--- src/rtl/calib_sequencer.sv ---
// Calibration sequencer: arms the colour-calibration unit, waits for its run
// counter to advance, and stores a saturated Y/U/V threshold box per slot.
module calib_sequencer #(
  parameter  int N_SLOTS        = 4,
  parameter  int TOL_Y          = 16,
  parameter  int TOL_UV         = 12,
  parameter  int TIMEOUT_FRAMES = 8,
  parameter  int ROW_MAX        = 479,
  parameter  int COL_MAX        = 639,
  localparam int SLOT_W         = $clog2(N_SLOTS)
) (
  input  logic                     clk,
  input  logic                     reset_n,
  input  logic                     cal_req,
  input  logic [SLOT_W-1:0]        cal_slot,
  input  logic [9:0]               win_row,
  input  logic [9:0]               win_col,
  input  logic                     cal_clear,
  input  logic                     frame_start,
  input  logic [4:0]               ctr_in,
  input  logic [7:0]               y_in,
  input  logic signed [8:0]        u_in,
  input  logic signed [8:0]        v_in,
  output logic                     cal_start,
  output logic [9:0]               c2_row,
  output logic [9:0]               c2_col,
  output logic                     busy,
  output logic                     done,
  output logic                     err_timeout,
  output logic [N_SLOTS-1:0]       valid_mask,
  input  logic [SLOT_W-1:0]        rd_slot,
  output logic [7:0]               y_lo,
  output logic [7:0]               y_hi,
  output logic signed [8:0]        u_lo,
  output logic signed [8:0]        u_hi,
  output logic signed [8:0]        v_lo,
  output logic signed [8:0]        v_hi
);

  localparam int FC_W = $clog2(TIMEOUT_FRAMES + 1);
  localparam logic [9:0]         ROW_LIM  = 10'(ROW_MAX - 9);
  localparam logic [9:0]         COL_LIM  = 10'(COL_MAX - 9);
  localparam logic [FC_W-1:0]    FC_LAST  = FC_W'(TIMEOUT_FRAMES);
  localparam logic signed [10:0] TOL_Y_S  = 11'(TOL_Y);
  localparam logic signed [10:0] TOL_UV_S = 11'(TOL_UV);
  localparam logic signed [10:0] Y_MAX_S  = 11'sd255;
  localparam logic signed [10:0] UV_MAX_S = 11'sd255;
  localparam logic signed [10:0] UV_MIN_S = -11'sd256;
  localparam logic signed [10:0] ZERO_S   = 11'sd0;

  typedef enum logic [2:0] {
    S_IDLE,
    S_ARM,
    S_WAIT,
    S_CAPTURE,
    S_COMPUTE,
    S_ERR
  } state_t;

  state_t                r_state;
  logic                  r_cal_start;
  logic                  r_busy;
  logic                  r_done;
  logic                  r_err;
  logic [N_SLOTS-1:0]    r_valid;
  logic [SLOT_W-1:0]     r_slot;
  logic [9:0]            r_row;
  logic [9:0]            r_col;
  logic [4:0]            r_snap;
  logic [FC_W-1:0]       r_fcnt;
  logic [7:0]            r_y;
  logic signed [8:0]     r_u;
  logic signed [8:0]     r_v;

  logic [7:0]            r_tab_y_lo [N_SLOTS];
  logic [7:0]            r_tab_y_hi [N_SLOTS];
  logic signed [8:0]     r_tab_u_lo [N_SLOTS];
  logic signed [8:0]     r_tab_u_hi [N_SLOTS];
  logic signed [8:0]     r_tab_v_lo [N_SLOTS];
  logic signed [8:0]     r_tab_v_hi [N_SLOTS];

  logic [9:0]            w_row_clamp;
  logic [9:0]            w_col_clamp;
  logic [FC_W-1:0]       w_fcnt_inc;
  logic signed [10:0]    w_y_ext, w_u_ext, w_v_ext;
  logic signed [10:0]    w_y_lo_ext, w_y_hi_ext;
  logic signed [10:0]    w_u_lo_ext, w_u_hi_ext;
  logic signed [10:0]    w_v_lo_ext, w_v_hi_ext;
  logic [7:0]            w_y_lo, w_y_hi;
  logic signed [8:0]     w_u_lo, w_u_hi, w_v_lo, w_v_hi;

  assign w_row_clamp = (win_row > ROW_LIM) ? ROW_LIM : win_row;
  assign w_col_clamp = (win_col > COL_LIM) ? COL_LIM : win_col;
  assign w_fcnt_inc  = r_fcnt + FC_W'(1);

  // Widen to 11-bit signed so the tolerance add/subtract can never wrap.
  assign w_y_ext    = $signed({3'b000, r_y});
  assign w_u_ext    = {{2{r_u[8]}}, r_u};
  assign w_v_ext    = {{2{r_v[8]}}, r_v};
  assign w_y_lo_ext = w_y_ext - TOL_Y_S;
  assign w_y_hi_ext = w_y_ext + TOL_Y_S;
  assign w_u_lo_ext = w_u_ext - TOL_UV_S;
  assign w_u_hi_ext = w_u_ext + TOL_UV_S;
  assign w_v_lo_ext = w_v_ext - TOL_UV_S;
  assign w_v_hi_ext = w_v_ext + TOL_UV_S;

  assign w_y_lo = (w_y_lo_ext < ZERO_S)   ? 8'd0     : w_y_lo_ext[7:0];
  assign w_y_hi = (w_y_hi_ext > Y_MAX_S)  ? 8'hFF    : w_y_hi_ext[7:0];
  assign w_u_lo = (w_u_lo_ext < UV_MIN_S) ? 9'sh100  : w_u_lo_ext[8:0];
  assign w_u_hi = (w_u_hi_ext > UV_MAX_S) ? 9'sh0FF  : w_u_hi_ext[8:0];
  assign w_v_lo = (w_v_lo_ext < UV_MIN_S) ? 9'sh100  : w_v_lo_ext[8:0];
  assign w_v_hi = (w_v_hi_ext > UV_MAX_S) ? 9'sh0FF  : w_v_hi_ext[8:0];

  always_ff @(posedge clk) begin
    if (!reset_n) begin
      r_state     <= S_IDLE;
      r_cal_start <= 1'b0;
      r_busy      <= 1'b0;
      r_done      <= 1'b0;
      r_err       <= 1'b0;
      r_valid     <= '0;
      r_slot      <= '0;
      r_row       <= '0;
      r_col       <= '0;
      r_snap      <= '0;
      r_fcnt      <= '0;
      r_y         <= '0;
      r_u         <= '0;
      r_v         <= '0;
      for (int i = 0; i < N_SLOTS; i++) begin
        r_tab_y_lo[i] <= '0;
        r_tab_y_hi[i] <= '0;
        r_tab_u_lo[i] <= '0;
        r_tab_u_hi[i] <= '0;
        r_tab_v_lo[i] <= '0;
        r_tab_v_hi[i] <= '0;
      end
    end else begin
      r_cal_start <= 1'b0;
      r_done      <= 1'b0;
      r_err       <= 1'b0;
      case (r_state)
        S_IDLE: begin
          if (cal_req) begin
            r_slot      <= cal_slot;
            r_row       <= w_row_clamp;
            r_col       <= w_col_clamp;
            r_cal_start <= 1'b1;
            r_busy      <= 1'b1;
            r_state     <= S_ARM;
          end else if (cal_clear) begin
            r_valid <= '0;
          end
        end
        S_ARM: begin
          r_snap  <= ctr_in;
          r_fcnt  <= '0;
          r_state <= S_WAIT;
        end
        S_WAIT: begin
          // A counter change outranks a coincident final frame pulse.
          if (ctr_in != r_snap) begin
            r_state <= S_CAPTURE;
          end else if (frame_start) begin
            r_fcnt <= w_fcnt_inc;
            if (w_fcnt_inc == FC_LAST) begin
              r_err   <= 1'b1;
              r_state <= S_ERR;
            end
          end
        end
        S_CAPTURE: begin
          r_y     <= y_in;
          r_u     <= u_in;
          r_v     <= v_in;
          r_state <= S_COMPUTE;
        end
        S_COMPUTE: begin
          r_tab_y_lo[r_slot] <= w_y_lo;
          r_tab_y_hi[r_slot] <= w_y_hi;
          r_tab_u_lo[r_slot] <= w_u_lo;
          r_tab_u_hi[r_slot] <= w_u_hi;
          r_tab_v_lo[r_slot] <= w_v_lo;
          r_tab_v_hi[r_slot] <= w_v_hi;
          r_valid[r_slot]    <= 1'b1;
          r_done             <= 1'b1;
          r_busy             <= 1'b0;
          r_state            <= S_IDLE;
        end
        S_ERR: begin
          r_valid[r_slot] <= 1'b0;
          r_busy          <= 1'b0;
          r_state         <= S_IDLE;
        end
        default: begin
          r_busy  <= 1'b0;
          r_state <= S_IDLE;
        end
      endcase
    end
  end

  assign cal_start   = r_cal_start;
  assign c2_row      = r_row;
  assign c2_col      = r_col;
  assign busy        = r_busy;
  assign done        = r_done;
  assign err_timeout = r_err;
  assign valid_mask  = r_valid;

  assign y_lo = r_tab_y_lo[rd_slot];
  assign y_hi = r_tab_y_hi[rd_slot];
  assign u_lo = r_tab_u_lo[rd_slot];
  assign u_hi = r_tab_u_hi[rd_slot];
  assign v_lo = r_tab_v_lo[rd_slot];
  assign v_hi = r_tab_v_hi[rd_slot];

endmodule
--- config.mk ---
export PLATFORM = sky130hd
export DESIGN_NAME = calib_sequencer
export DESIGN_NICKNAME = d
export VERILOG_FILES = /design/src/rtl/calib_sequencer.sv
export SDC_FILE = /design/constraint.sdc
export NUM_CORES = 1
export LEC_CHECK = 0
export ABC_AREA = 1
export CORE_ASPECT_RATIO = 1.1
export CORE_MARGIN = 3
export CORE_UTILIZATION = 51
export CTS_CLUSTER_SIZE = 10
export DETAILED_ROUTE_END_ITERATION = 12
export MAX_ROUTING_LAYER = met4
export PLACE_DENSITY = 0.76
export SLEW_MARGIN = 10
export SYNTH_ARGS = -nofsm -noshare
export SYNTH_HDL_FRONTEND = slang
export SYNTH_SLANG_ARGS = --single-unit
--- constraint.sdc ---
create_clock -name clk -period 4.78 [get_ports clk]
set_clock_uncertainty 0.2 [all_clocks]
set_input_delay 0.956 -clock clk [delete_from_list [all_inputs] [get_ports clk]]
set_output_delay 0.956 -clock clk [all_outputs]
set_load 0.01 [all_outputs]
==> impl_results.html <==
<table>
<tr><th>Metric</th><th>Value</th></tr>
<tr><th colspan="2">Run status</th></tr>
<tr><td>Outcome</td><td>finished, final reports clean</td></tr>
<tr><th colspan="2">Place</th></tr>
<tr><td>Dpl cell area</td><td>roughly 14000 um2</td></tr>
<tr><td>GPL Wtd Cong</td><td>around 0.9</td></tr>
<tr><td>Detailed-placement wirelength estimate</td><td>between 15000 and 20000 um</td></tr>
<tr><td>Setup slack at placement</td><td>around 0.7 ns</td></tr>
<tr><td>Number of I/O port buffers</td><td>roughly 140</td></tr>
<tr><th colspan="2">Finish</th></tr>
<tr><td>Non-Filler Cell Area, Final</td><td>roughly 15000 um2</td></tr>
<tr><td>Number of nets in the finished design</td><td>approximately 1500</td></tr>
<tr><td>Share of post-route cells with drive strength above 1</td><td>0.0684</td></tr>
<tr><td>Layout area overhead</td><td>20.6%</td></tr>
<tr><td>Layout filler cell count</td><td>between 1500 and 2000</td></tr>
<tr><th colspan="2">Power</th></tr>
<tr><td>Power density of the placed cells</td><td>slightly below 400 nW/um2</td></tr>
<tr><td>Part of the power in the clock network</td><td>0.369</td></tr>
<tr><td>Switching share of power</td><td>0.252</td></tr>
<tr><td>Share of power burned in combinational logic</td><td>0.142</td></tr>
<tr><td>Switching Power</td><td>roughly 1400 uW</td></tr>
<tr><td>Post-route total power</td><td>approximately 5700 uW</td></tr>
<tr><td>Internal portion of total power</td><td>between 4000 and 5000 uW</td></tr>
<tr><td>Leakage power figure</td><td>around 0.0056 uW</td></tr>
<tr><td>Seq pwr share</td><td>0.489</td></tr>
<tr><td>Max IR drop VDD</td><td>roughly 0.3 mV</td></tr>
<tr><th colspan="2">Timing</th></tr>
<tr><td>Max-slew violations</td><td>0</td></tr>
<tr><td>Ratio of final minimum period to clock period</td><td>0.863</td></tr>
<tr><td>Unrepaired setup endpoints after global routing</td><td>no</td></tr>
<tr><td>Highest clock frequency the design can meet</td><td>approximately 240 MHz</td></tr>
<tr><td>Worst Slack Setup Final</td><td>between 0.6 and 0.7 ns</td></tr>
<tr><td>Normalized max-slew margin</td><td>0.387</td></tr>
<tr><td>Clock period minus final worst setup slack</td><td>4.12 ns</td></tr>
<tr><td>Final Setup Violations</td><td>0</td></tr>
<tr><td>Final Hold Fails</td><td>0</td></tr>
<tr><td>Hold_ws</td><td>0.264 ns</td></tr>
<tr><td>Total Neg Setup Slack</td><td>0 ns</td></tr>
<tr><td>Actual slew at the worst max-slew pin</td><td>roughly 0.92 ns</td></tr>
<tr><th colspan="2">Synth</th></tr>
<tr><td>Main area contributors after synthesis</td><td>sky130_fd_sc_hd__edfxtp_1 51%, sky130_fd_sc_hd__dfxtp_1 11%, sky130_fd_sc_hd__nor2_1 9.9%</td></tr>
<tr><td>Number of standard cells after synthesis</td><td>between 1000 and 1500</td></tr>
<tr><td>Share of Yosys cell area claimed by the top area cell type</td><td>0.508</td></tr>
<tr><td>Synthesized area divided by synthesized cell count</td><td>9.57 um2</td></tr>
<tr><td>Distinct cell type count after synthesis</td><td>35</td></tr>
<tr><td>Post-Synthesis Net Count</td><td>1356</td></tr>
<tr><td>Seq cells post-synth</td><td>approximately 280</td></tr>
<tr><td>Area leader, netlist</td><td>sky130_fd_sc_hd__edfxtp_1</td></tr>
<tr><td>Sequential element share of the synthesized area</td><td>0.618</td></tr>
<tr><td>Warnings, synthesis</td><td>0</td></tr>
<tr><td>Post-synth design cell area</td><td>approximately 12000 um2</td></tr>
<tr><th colspan="2">Floorplan</th></tr>
<tr><td>Ports placed on the boundary</td><td>140</td></tr>
<tr><td>Core Box Area</td><td>between 20000 and 25000 um2</td></tr>
<tr><td>DIE WIDTH</td><td>approximately 150 um</td></tr>
<tr><td>Standard-cell rows</td><td>58</td></tr>
<tr><td>Starting utilization of the core area</td><td>0.528</td></tr>
<tr><td>DIE AREA</td><td>between 20000 and 30000 um2</td></tr>
<tr><td>Die extent in y</td><td>around 170 um</td></tr>
<tr><th colspan="2">Routing</th></tr>
<tr><td>Number of iterations in the first detailed-routing pass</td><td>5</td></tr>
<tr><td>DR DRC count</td><td>0</td></tr>
<tr><td>Post-route ant nets</td><td>0</td></tr>
<tr><td>Detailed-routing wirelength on met1</td><td>approximately 13000 um</td></tr>
<tr><td>Count of vias placed by the detailed router</td><td>between 9000 and 10000</td></tr>
<tr><td>Final routed wirelength across all metal layers</td><td>slightly above 30000 um</td></tr>
<tr><td>Length of routed met2 wiring</td><td>15300 um</td></tr>
<tr><td>Routed len/inst</td><td>18.0 um</td></tr>
<tr><td>Via-to-Cell Ratio</td><td>roughly 5.6</td></tr>
<tr><td>Met3 wire len</td><td>around 2300 um</td></tr>
<tr><td>Highest metal layer with signal wires</td><td>met4</td></tr>
<tr><td>Iteration-0 DRC Markers</td><td>769</td></tr>
<tr><th colspan="2">Setup path</th></tr>
<tr><td>Number of cell instances on the worst register-to-register path</td><td>8</td></tr>
<tr><td>Startpoint type of the worst setup path</td><td>input pin</td></tr>
<tr><td>Worst path arrival time</td><td>~3.0 ns</td></tr>
<tr><td>Critical Path End Type</td><td>primary output</td></tr>
<tr><td>Top fanout value on the critical path</td><td>40</td></tr>
<tr><td>Source of the worst register-to-register timing path</td><td>r_state[1]</td></tr>
<tr><td>Setup slack of the worst register-to-register path</td><td>between 1.5 and 2 ns</td></tr>
<tr><td>Required time at the endpoint of the critical path</td><td>about 3.6 ns</td></tr>
<tr><td>Critical Setup Path Class</td><td>input pin to primary output</td></tr>
<tr><td>Capturing point of the worst reg2reg path</td><td>r_tab_u_lo[2][2]</td></tr>
<tr><th colspan="2">Clocking</th></tr>
<tr><td>Clock tree from TritonCTS</td><td>yes</td></tr>
<tr><td># Post-CTS Setup Buffers</td><td>0</td></tr>
<tr><td>Clock-pin slew reported for the worst setup and hold paths after clock tree synthesis</td><td>roughly 0.06 ns</td></tr>
<tr><td>H-Tree Depth</td><td>1</td></tr>
<tr><td>Number of buffers created by CTS</td><td>31</td></tr>
<tr><td>CTS Buffer Depth</td><td>3</td></tr>
<tr><td>Source-to-sink clock delay at the later pin of the worst-skew pair</td><td>approximately 0.54 ns</td></tr>
<tr><td>Count of cells resized by post-cts repair</td><td>0</td></tr>
<tr><td>Clock sink count</td><td>about 280</td></tr>
<tr><td>Hold-fix buffer count after cts</td><td>0</td></tr>
<tr><td>Clock root cell</td><td>sky130_fd_sc_hd__clkbuf_16</td></tr>
<tr><th colspan="2">Global routing</th></tr>
<tr><td>Largest net degree at the start of global routing</td><td>105</td></tr>
<tr><td>Combined global-route utilization of all metal layers</td><td>0.243</td></tr>
<tr><td>Number of global-route vias before repair</td><td>~9400</td></tr>
<tr><td>Antenna violations before repair</td><td>1</td></tr>
<tr><td>First-pass GRT wire length</td><td>between 40000 and 50000 um</td></tr>
<tr><td>Total congestion overflow after global routing</td><td>0</td></tr>
<tr><th colspan="2">Hold path</th></tr>
<tr><td>Worst hold stages</td><td>2</td></tr>
<tr><td>Path category of the worst min-delay check</td><td>flop to flop</td></tr>
<tr><td>Destination of the worst hold path</td><td>r_snap[4]</td></tr>
<tr><td>Launch point of the worst hold path</td><td>r_snap[4]</td></tr>
<tr><th colspan="2">Flow run</th></tr>
<tr><td>MaxCap Viol Count</td><td>0</td></tr>
</table>
[power by group through the flow]
stage	clock [uW]	sequential [uW]	combinational, uW
global placement	0	2850	799
detailed placement	0	2850	811
CTS	2130	2800	816
global route	2240	2820	898
finish	2110	2800	813
floorplan	0	2850	453
[registers in the layout, summed over array words and instances (netlist names)]
| register | flops |
|---|---|
| busy | 1 |
| c2_col | 10 |
| c2_row | 10 |
| cal_start | 1 |
| done | 1 |
| err_timeout | 1 |
| r_fcnt | 4 |
| r_slot | 2 |
| r_snap | 5 |
| r_state | 3 |
| r_tab_u_hi | 36 |
| r_tab_u_lo | 36 |
| r_tab_v_hi | 36 |
| r_tab_v_lo | 36 |
| r_tab_y_hi | 32 |
| r_tab_y_lo | 32 |
| r_u | 9 |
| r_v | 9 |
| r_y | 8 |
| valid_mask | 4 |
[worst max-delay path: stages]
cell	delay [ns]
sky130_fd_sc_hd__clkdlybuf4s50_1	0.50
sky130_fd_sc_hd__buf_4	0.43
sky130_fd_sc_hd__o21ai_0	0.19
sky130_fd_sc_hd__o22ai_1	0.28
sky130_fd_sc_hd__clkdlybuf4s50_1	0.59
[through the flow]
step                std cells   util
floorplan                1286      -
global placement         1677  0.599
detailed placement       1677  0.599
CTS                      1733  0.637
global route             1734  0.637
finish                   1734  0.637
[layout by cell type, fill, tap and decap left out, drive strengths merged, types with 8 or more instances in the layout]
| cell type | n |
|---|---|
| nor2 | 337 |
| edfxtp | 208 |
| o21ai | 163 |
| clkdlybuf4s50 | 137 |
| nand2 | 114 |
| inv | 104 |
| a21oi | 77 |
| dfxtp | 68 |
| clkbuf | 56 |
| o22ai | 52 |
| nand3 | 44 |
| buf | 22 |
| xor2 | 11 |
| ha | 10 |
| nor3 | 8 |
[how the worst max path moves through the flow]
| stage | cells after the start | from | slack [ns] | to |
|---|---|---|---|---|
| 3_3_place_gp | 5 | rd_slot[1] | 0.72 | y_hi[7] |
| 5_1_grt | 5 | rd_slot[1] | 0.51 | y_hi[7] |
| 3_5_place_dp | 5 | rd_slot[1] | 0.70 | y_hi[7] |
| 4_1_cts | 5 | rd_slot[1] | 0.68 | y_hi[7] |
| 2_1_floorplan | 3 | reset_n | 1.17 | r_tab_u_hi[3][0] |
| 6_report | 5 | rd_slot[1] | 0.66 | y_hi[7] |
[layer usage]
layer | track usage | vias up
met4 | 0.0568 | 0
met3 | 0.0424 | 44
met1 | 0.316 | 4611
met2 | 0.403 | 357
li1 | - | 4627
met5 | - | -
[cell families after synthesis]
kind of cell / synth area share
flops: 0.618
simple gates: 0.172
buf+inv: 0.0590
fa+ha+maj: 0.0102
compound gates: 0.131
xor+xnor: 0.00997
[cells in the mapped netlist (all sizes together)]
| cell | instances |
|---|---|
| nor2 | 337 |
| edfxtp | 208 |
| o21ai | 163 |
| nand2 | 114 |
| inv | 104 |
| a21oi | 77 |
| dfxtp | 68 |
| o22ai | 52 |
| clkbuf | 44 |
| nand3 | 44 |
| buf | 24 |
| xor2 | 11 |
| ha | 10 |
| nor3 | 8 |
| nand4 | 7 |
| a21o | 4 |
| a31oi | 4 |
| xnor2 | 3 |
| or2 | 2 |
| nand3b | 1 |
| o31ai | 1 |
[cell type report]
| class | count | area [um2] | area share |
|---|---|---|---|
| well taps | 300 | 375 | 0.0253 |
| multi-input cells | 838 | 3990 | 0.269 |
| diodes | 1 | 2.50 | 0.000169 |
| flip-flops and latches | 276 | 7610 | 0.513 |
| repair buffers | 159 | 1580 | 0.107 |
| inverters | 104 | 393 | 0.0265 |
| clock buffers | 56 | 890 | 0.0599 |
Note: power is estimated with default switching activity, not from simulation.
